==> src/rtl/ef9345_bus_regfile.sv <==
`default_nettype none
// ============================================================================
// Module   : ef9345_bus_regfile
// Brief    : Synchronised multiplexed host-bus front end (Intel/Motorola),
//            direct-access register file and command start/busy/done handshake.
//            Optional status register at idx 0: define EF9345_STATUS_REG_EN.
// Revision : 1.0
// ============================================================================
module ef9345_bus_regfile #(
    parameter int unsigned       DATA_W      = 8,
    parameter int unsigned       ADDR_W      = 8,
    parameter int unsigned       NREGS       = 8,
    parameter logic [ADDR_W-1:0] BASE_ADDR   = 8'h20,
    parameter int unsigned       SYNC_STAGES = 2
) (
    input  logic                    clk_in,
    input  logic                    reset,
    input  logic [DATA_W-1:0]       data_in,
    output logic [DATA_W-1:0]       data_out,
    output logic                    data_oe,
    input  logic                    as,
    input  logic                    ds,
    input  logic                    rw,
    input  logic                    cs_,
    output logic [NREGS*DATA_W-1:0] regs_out,
    output logic                    cmd_start,
    output logic                    cmd_busy,
    input  logic                    cmd_done
);

    localparam int unsigned IDX_W = (NREGS > 1) ? $clog2(NREGS) : 1;

    typedef enum logic [1:0] {
        S_IDLE  = 2'd0,
        S_ADDR  = 2'd1,
        S_WRITE = 2'd2,
        S_READ  = 2'd3
    } state_t;

    // Control and data share one pipeline depth so they stay mutually aligned
    logic [3:0]        r_ctl_sync  [SYNC_STAGES];
    logic [DATA_W-1:0] r_data_sync [SYNC_STAGES];

    always_ff @(posedge clk_in) begin
        if (reset) begin
            for (int i = 0; i < SYNC_STAGES; i++) begin
                r_ctl_sync[i]  <= 4'b1111;
                r_data_sync[i] <= '0;
            end
        end else begin
            r_ctl_sync[0]  <= {as, ds, rw, cs_};
            r_data_sync[0] <= data_in;
            for (int i = 1; i < SYNC_STAGES; i++) begin
                r_ctl_sync[i]  <= r_ctl_sync[i-1];
                r_data_sync[i] <= r_data_sync[i-1];
            end
        end
    end

    logic              w_as;
    logic              w_ds;
    logic              w_rw;
    logic              w_cs_n;
    logic [DATA_W-1:0] w_din;

    assign {w_as, w_ds, w_rw, w_cs_n} = r_ctl_sync[SYNC_STAGES-1];
    assign w_din                      = r_data_sync[SYNC_STAGES-1];

    state_t            r_state;
    logic              r_as_d;
    logic [ADDR_W-1:0] r_addr;
    logic              r_mode;
    logic              r_sel;
    logic [DATA_W-1:0] r_wdata;
    logic [DATA_W-1:0] r_data_out;
    logic              r_data_oe;
    logic              r_start;
    logic              r_busy;
    logic [DATA_W-1:0] r_regs [NREGS];

    logic              w_as_fall;
    logic              w_wr;
    logic              w_rd;
    logic              w_hit;
    logic [IDX_W-1:0]  w_idx;
    logic              w_exec;
    logic              w_commit;
    logic              w_commit_ok;
    logic              w_launch;
    logic [DATA_W-1:0] w_rdata;

    assign w_as_fall = r_as_d & ~w_as;

    // Mode 1 (Intel): rw acts as WR_, ds as RD_. Mode 0 (Motorola): ds qualifies rw.
    assign w_wr = r_mode ? ~w_rw : (~w_rw & w_ds);
    assign w_rd = r_mode ? ~w_ds : ( w_rw & w_ds);

    assign w_hit  = r_sel
                 && (r_addr[ADDR_W-1:4] == BASE_ADDR[ADDR_W-1:4])
                 && (32'(r_addr[2:0]) < NREGS);
    assign w_idx  = r_addr[IDX_W-1:0];
    assign w_exec = r_addr[3];

    // Busy is judged on its pre-cycle value, so a same-cycle cmd_done cannot rescue a commit
    assign w_commit    = (r_state == S_WRITE) && !w_as_fall && !w_wr;
    assign w_commit_ok = w_commit && !r_busy;
    assign w_launch    = w_commit_ok && w_exec;

`ifdef EF9345_STATUS_REG_EN
    logic r_overrun;
    logic w_discard;
    logic w_stat_clr;

    assign w_discard  = w_commit && r_busy;
    assign w_stat_clr = (r_state == S_READ) && r_data_oe && (w_as_fall || !w_rd)
                     && (r_addr[2:0] == 3'd0);

    always_ff @(posedge clk_in) begin
        if (reset) begin
            r_overrun <= 1'b0;
        end else if (w_discard) begin
            r_overrun <= 1'b1;
        end else if (w_stat_clr) begin
            r_overrun <= 1'b0;
        end
    end

    always_comb begin
        w_rdata = r_regs[w_idx];
        if (r_addr[2:0] == 3'd0) begin
            w_rdata = {r_busy, r_overrun, {(DATA_W-2){1'b0}}};
        end
    end
`else
    always_comb begin
        w_rdata = r_regs[w_idx];
    end
`endif

    always_ff @(posedge clk_in) begin
        if (reset) begin
            r_state    <= S_IDLE;
            r_as_d     <= 1'b1;
            r_addr     <= '0;
            r_mode     <= 1'b0;
            r_sel      <= 1'b0;
            r_wdata    <= '0;
            r_data_out <= '0;
            r_data_oe  <= 1'b0;
            r_start    <= 1'b0;
            r_busy     <= 1'b0;
            for (int i = 0; i < NREGS; i++) begin
                r_regs[i] <= '0;
            end
        end else begin
            r_as_d  <= w_as;
            r_start <= w_launch;

            if (w_launch) begin
                r_busy <= 1'b1;
            end else if (cmd_done) begin
                r_busy <= 1'b0;
            end

            if (w_commit_ok) begin
                r_regs[w_idx] <= r_wdata;
            end

            // A new address strobe pre-empts whatever access is in flight
            if (w_as_fall) begin
                r_addr    <= w_din[ADDR_W-1:0];
                r_mode    <= w_ds;
                r_sel     <= ~w_cs_n;
                r_data_oe <= 1'b0;
                r_state   <= S_ADDR;
            end else begin
                case (r_state)
                    S_IDLE: begin
                        r_state <= S_IDLE;
                    end
                    S_ADDR: begin
                        if (!w_hit) begin
                            r_state <= S_IDLE;
                        end else if (w_wr) begin
                            r_wdata <= w_din;
                            r_state <= S_WRITE;
                        end else if (w_rd) begin
                            r_state <= S_READ;
                        end
                    end
                    S_WRITE: begin
                        if (w_wr) begin
                            r_wdata <= w_din;
                        end else begin
                            r_state <= S_IDLE;
                        end
                    end
                    S_READ: begin
                        if (w_rd) begin
                            r_data_oe  <= 1'b1;
                            r_data_out <= w_rdata;
                        end else begin
                            r_data_oe <= 1'b0;
                            r_state   <= S_IDLE;
                        end
                    end
                    default: begin
                        r_state <= S_IDLE;
                    end
                endcase
            end
        end
    end

    for (genvar g = 0; g < NREGS; g++) begin : g_regs_out
        assign regs_out[g*DATA_W +: DATA_W] = r_regs[g];
    end

    assign data_out  = r_data_out;
    assign data_oe   = r_data_oe;
    assign cmd_start = r_start;
    assign cmd_busy  = r_busy;

endmodule

`default_nettype wire

==> config.mk <==
export PLATFORM = sky130hd
export DESIGN_NAME = ef9345_bus_regfile
export DESIGN_NICKNAME = d
export VERILOG_FILES = /design/src/rtl/ef9345_bus_regfile.sv
export SDC_FILE = /design/constraint.sdc
export NUM_CORES = 1
export LEC_CHECK = 0
export ABC_CLOCK_PERIOD_IN_PS = 2900
export CAP_MARGIN = 20
export CORE_AREA = 2 2 131 133
export DETAILED_ROUTE_END_ITERATION = 10
export DIE_AREA = 0 0 133 135
export PLACE_DENSITY = 0.57
export SLEW_MARGIN = 20
export SYNTH_ARGS = -nofsm -noshare
export SYNTH_HDL_FRONTEND = slang
export SYNTH_SLANG_ARGS = --single-unit
==> constraint.sdc <==
create_clock -name clk_in -period 2.9 [get_ports clk_in]
set_clock_uncertainty 0.1 [all_clocks]
set_input_delay 0.58 -clock clk_in [delete_from_list [all_inputs] [get_ports clk_in]]
set_output_delay 0.58 -clock clk_in [all_outputs]
set_load 0.005 [all_outputs]
==> Word-level counts from Yosys, hierarchy flattened <==
Memories as Yosys holds them, arrays and structs flattened. A register that Yosys moved wholly into a read port is not among the register bits.
Index checks and enable logic that the tools add are counted.
{ "op_classes": {"eq_ne": 11, "n_mux": 28, "n_bitwise": 12, "n_reduce_logical": 17} }
{ "op_table": {"columns": ["operator", "count"], "rows": [
  ["8-bit two-way mux", 5],
  ["8-bit one-hot mux with 2 select lines", 1],
  ["1-bit two-way mux", 13],
  ["3-bit AND reduction", 4],
  ["2-bit two-way mux", 5],
  ["4-bit two-way mux", 2],
  ["2-bit one-hot mux with 4 select lines", 1],
  ["8-bit OR reduction", 1],
  ["2-bit inequality test (second input constant)", 3],
  ["3-bit inequality test (second input constant)", 2],
  ["1-bit logical AND", 5],
  ["5-bit inequality test (second input constant)", 1],
  ["1-bit inverter", 5],
  ["2-bit == test (second input constant)", 2],
  ["4-bit by 2-bit == test with 1-bit output (second input constant)", 1],
  ["4-bit inequality test (second input constant)", 1],
  ["1-bit bitwise OR", 4],
  ["2-bit nonzero test", 2],
  ["1-bit bitwise AND", 3],
  ["1-bit logical NOT", 3],
  ["3-bit two-way mux", 1],
  ["2-bit by 1-bit == test with 1-bit output (second input constant)", 1],
  ["2-bit logical NOT", 1],
  ["2-bit OR reduction", 1]
]} }
{ "totals": {"reg_bits": 24, "ram_bits": 88, "inputBits": 15, "out_inout_bits": 75, "word_cells": 81, "n_memories": 3} }
{ "mem_list": {"columns": ["name", "words", "word_bits", "read_ports", "rd_ports_with_merged_regs", "write_ports", "line", "source"], "rows": [
  ["r_regs", 8, 8, 9, 1, 8, "79", "logic [DATA_W-1:0] r_regs [NREGS];"],
  ["r_data_sync", 2, 8, 2, 0, 2, "42", "logic [DATA_W-1:0] r_data_sync [SYNC_STAGES];"],
  ["r_ctl_sync", 2, 4, 2, 0, 2, "41", "logic [3:0] r_ctl_sync [SYNC_STAGES];"]
]} }

==> Logic depth before layout (Yosys ltp) <==
An unclocked memory read counts as a cell.
{ "depth": {"depth_word": 12, "depth_mapped": 7, "mapped_depth_nobuf": 6} }

==> Least setup slack after synthesis <==
No wires, ideal clock.
{ "synth_path": {"kind": "input-to-reg", "start": "input port reset", "end": "memory r_regs[2][0] (enable)", "t_arrival_ns": 2.044, "required_time_ns": 2.471, "setup_slack_ns": 0.426, "stages": 5, "path_buffers": 2, "cell_sequence": "clkbuf_1 > or4_4 > buf_6 > nor4b_4 > or2_1"} }
{ "synth_rtl": {"columns": ["element", "line", "source"], "rows": [
  ["from (decl)", "17", "input logic reset,"],
  ["to (decl)", "79", null]
]} }

==> out/qor.csv <==
stage,metric,value,unit
yosys,synthAdderAreaFrac,0.745,%
yosys,avgSynthCellArea,13.2,µm²
global_routing,grt_pass1_wl,19.8,mm
cells_and_area,final_util,41.1,%
clock_network,root_buffer,clkbuf_16,
yosys,async_flop_share,0,%
yosys,synth_seq_cells,120,
critical_path,crit_required,2890,ps
global_routing,grt_overflow,0,
placed_design,hpwl,9.08,mm
sta,drv_slew,0,
routing,routedWlPerCell,18.1,µm
critical_path,arrival,2530,ps
sta,finalHoldViolCount,0,
power,power.switching,917,µW
placed_design,placedCellCount,681,
power,p_int,3090,µW
yosys,synthTopCellsByCount,"and2_1, edfxtp_1, dfxtp_1",
yosys,ys_warn_count,0,
critical_path,crit_family,simple AND/OR/NAND/NOR gates,
floorplanning,start_util,30.7,%
power,pwr-share-clk,48.7,%
floorplanning,die_area,18000,µm²
placed_design,place.gp.congestion,0.783,
critical_path,cp-start-kind,register,
yosys,synth_area_leaders,"edfxtp_1, dfxtp_1, and2_1, mux4_2, mux2i_1",
min_path,hp-class,register to register,
power,swShare,22.9,%
placed_design,portBuffers,89,
sta,fin_hold_ws,310,ps
yosys,synth-xor-area-share,0.174,%
floorplanning,row_count,47,
critical_path,cp_cell_sequence,inv_1 > ha_1 > nand2b_1 > or4_4 > nor4b_4 > or2_1,
yosys,netlist_area,5040,µm²
yosys,synth.area.mux_share,10.1,%
clock_network,ctsHoldBuffers,0,
sta,fin_crit_sh,87.4,%
yosys,synth_top_area_share,38.1,%
yosys,yosys.cell_types.count,42,
floorplanning,die_y,135,µm
critical_path,slowest_delay,670,ps
routing,vias,3257,
cells_and_area,fin_nets,498,
clock_network,cts_tree,built,
sta,fin_tns_setup,0,ps
cells_and_area,antenna_cells,0,
cells_and_area,layout-drive-gt1-share,17.0,%
power,total_power,4010,µW
yosys,synth_ff_type,edfxtp_1,
routing,drcViolationCount,0,
floorplanning,die_x,133,µm
critical_path,critPathCaptureType,register,
routing,drtPass1Iterations,4,
sta,tightest_slew,645,ps
clock_network,htreeDepth,4,
yosys,ys_seq_area_share,60.4,%
critical_path,cp_max_fo,9,
power,p_per_area,595,nW/µm²
clock_network,clock-sinks,120,
global_routing,grt_pass1_vias,3325,
routing,drt_iter0_markers,233,
power,pwr-share-comb,4.6,%
yosys,synth-edff-count,64,
floorplanning,core,16400,µm²
clock_network,clkLatencyLatePin,420,ps
yosys,synth_area_leader_cell,edfxtp_1,
global_routing,grt.total_usage,15.2,%
critical_path,critPathKind,register to register,
routing,ant_nets,0,
sta,rsz0062_at_grt,false,
clock_network,post_cts_resized,0,
power,p_leak,0.00235,µW
cells_and_area,finalNonFillerCells,713,
power,seq_power_share,46.7,%
yosys,synth_compound_area_share,4.10,%
job,drv_cap,0,
outcome,status,"finished, final reports clean",
clock_network,cts_setup_buffers,0,
power,vdd_drop_max,0.443,mV
global_routing,antenna_found_initial,0,
yosys,synth_top_family_by_area,simple AND/OR/NAND/NOR gates,
clock_network,clk_pin_slew_worst_paths,60,ps
sta,setup_violations,0,
floorplanning,pin_count,90,
yosys,syn-num-nets,401,
critical_path,critPathBufInv,1,
cells_and_area,areaGrowthSynthToFinish,33.6,%
global_routing,grt_max_degree,73,
routing,wl,12.9,mm
sta,layout_min_cycle_time,2540,ps
yosys,postSynthCellCount,383,
sta,relSlewSlack,57.0,%
critical_path,cp_slowest_cell,or4_4,
routing,via_per_inst,4.57,
clock_network,numCtsBuffers,17,
yosys,synthSimpleGateAreaFrac,21.9,%
clock_network,clockBufferDepth,2,
sta,max_freq,394,MHz
[power groups by stage]
stage | clock, µW | sequential, µW | combinational [µW]
floorplan | 0 | 1890 | 84.8
global placement | 0 | 1910 | 184
detailed placement | 0 | 1910 | 186
CTS | 1970 | 1870 | 188
global route | 2050 | 1880 | 199
finish | 1950 | 1870 | 184
[through the flow]
| step | area, µm² | setup WS [ps] |
|---|---|---|
| after floorplan | 5040 | 426 |
| after global placement | 6190 | 402 |
| after detailed placement | 6190 | 297 |
| after CTS | 6740 | 392 |
| after global routing | 6740 | 252 |
| final | 6740 | 365 |
[cells by family (layout without fill, tap and decap cells)]
kind of cell | Yosys count | count (layout)
AND/OR/NAND/NOR | 171 | 171
flip-flops | 120 | 120
multiplexers | 31 | 31
AO/OA/AOI/OAI | 30 | 30
buffers and inverters | 27 | 137
adder cells (fa/ha/maj) | 3 | 3
XOR/XNOR | 1 | 1
[sequential cells by signal (all words and copies together) (netlist names)]
register     flops
data_oe          1
cmd_start        1
r_addr           8
r_ctl_sync       8
r_data_sync     16
cmd_busy         1
r_regs          64
r_as_d           1
r_wdata          8
r_state          2
data_out         8
r_sel            1
r_mode           1
[area by class of cell]
class	instances	area, µm²
Sequential cell	120	3040
Fill cell	1513	9670
Clock buffer	19	454
Multi-Input combinational cell	236	1870
Tap cell	220	275
Timing Repair Buffer	100	981
Clock inverter	13	95.1
Inverter	5	18.8
[cells in the final DEF (no fill, tap or decap), drive strengths merged]
cell,count
nor4b,2
nand4bb,1
a2111oi,1
or2,17
a311oi,1
nor3b,1
or4,1
nand2,21
o211ai,1
a21boi,1
edfxtp,64
ha,3
clkdlybuf4s50,88
o22ai,1
a211oi,9
o21ai,3
mux2i,15
nand2b,21
o21ba,1
and2,64
clkinv,9
and4b,1
nor4,2
nand3,2
inv,9
a21o,1
dfxtp,56
xor2,1
buf,12
mux4,16
a221oi,1
a21oi,9
nor3,5
a41oi,1
and3,1
clkbuf,19
nand3b,1
nor2,12
nor2b,19
[routing by layer]
| layer | GRT usage [%] | part of all wire [%] | up-vias |
|---|---|---|---|
| met3 | 3.60 | 5.4 | 20 |
| met2 | 23.9 | 48 | 95 |
| met4 | 7.17 | 2.3 | 0 |
| met1 | 20.0 | 45 | 1596 |
| met5 | 0 | 0 | - |
| li1 | - | - | 1546 |
[final timing paths]
kind                    start               end  slack [ps]  depth (start not counted)
max                r_state[0]      r_regs[3][6]         360                          6
min          r_ctl_sync[0][3]  r_ctl_sync[0][7]         310                          1
max reg2reg        r_state[0]      r_regs[3][6]         360                          6
min reg2reg  r_ctl_sync[0][3]  r_ctl_sync[0][7]         310                          1
(Power assumes the default switching activity.)
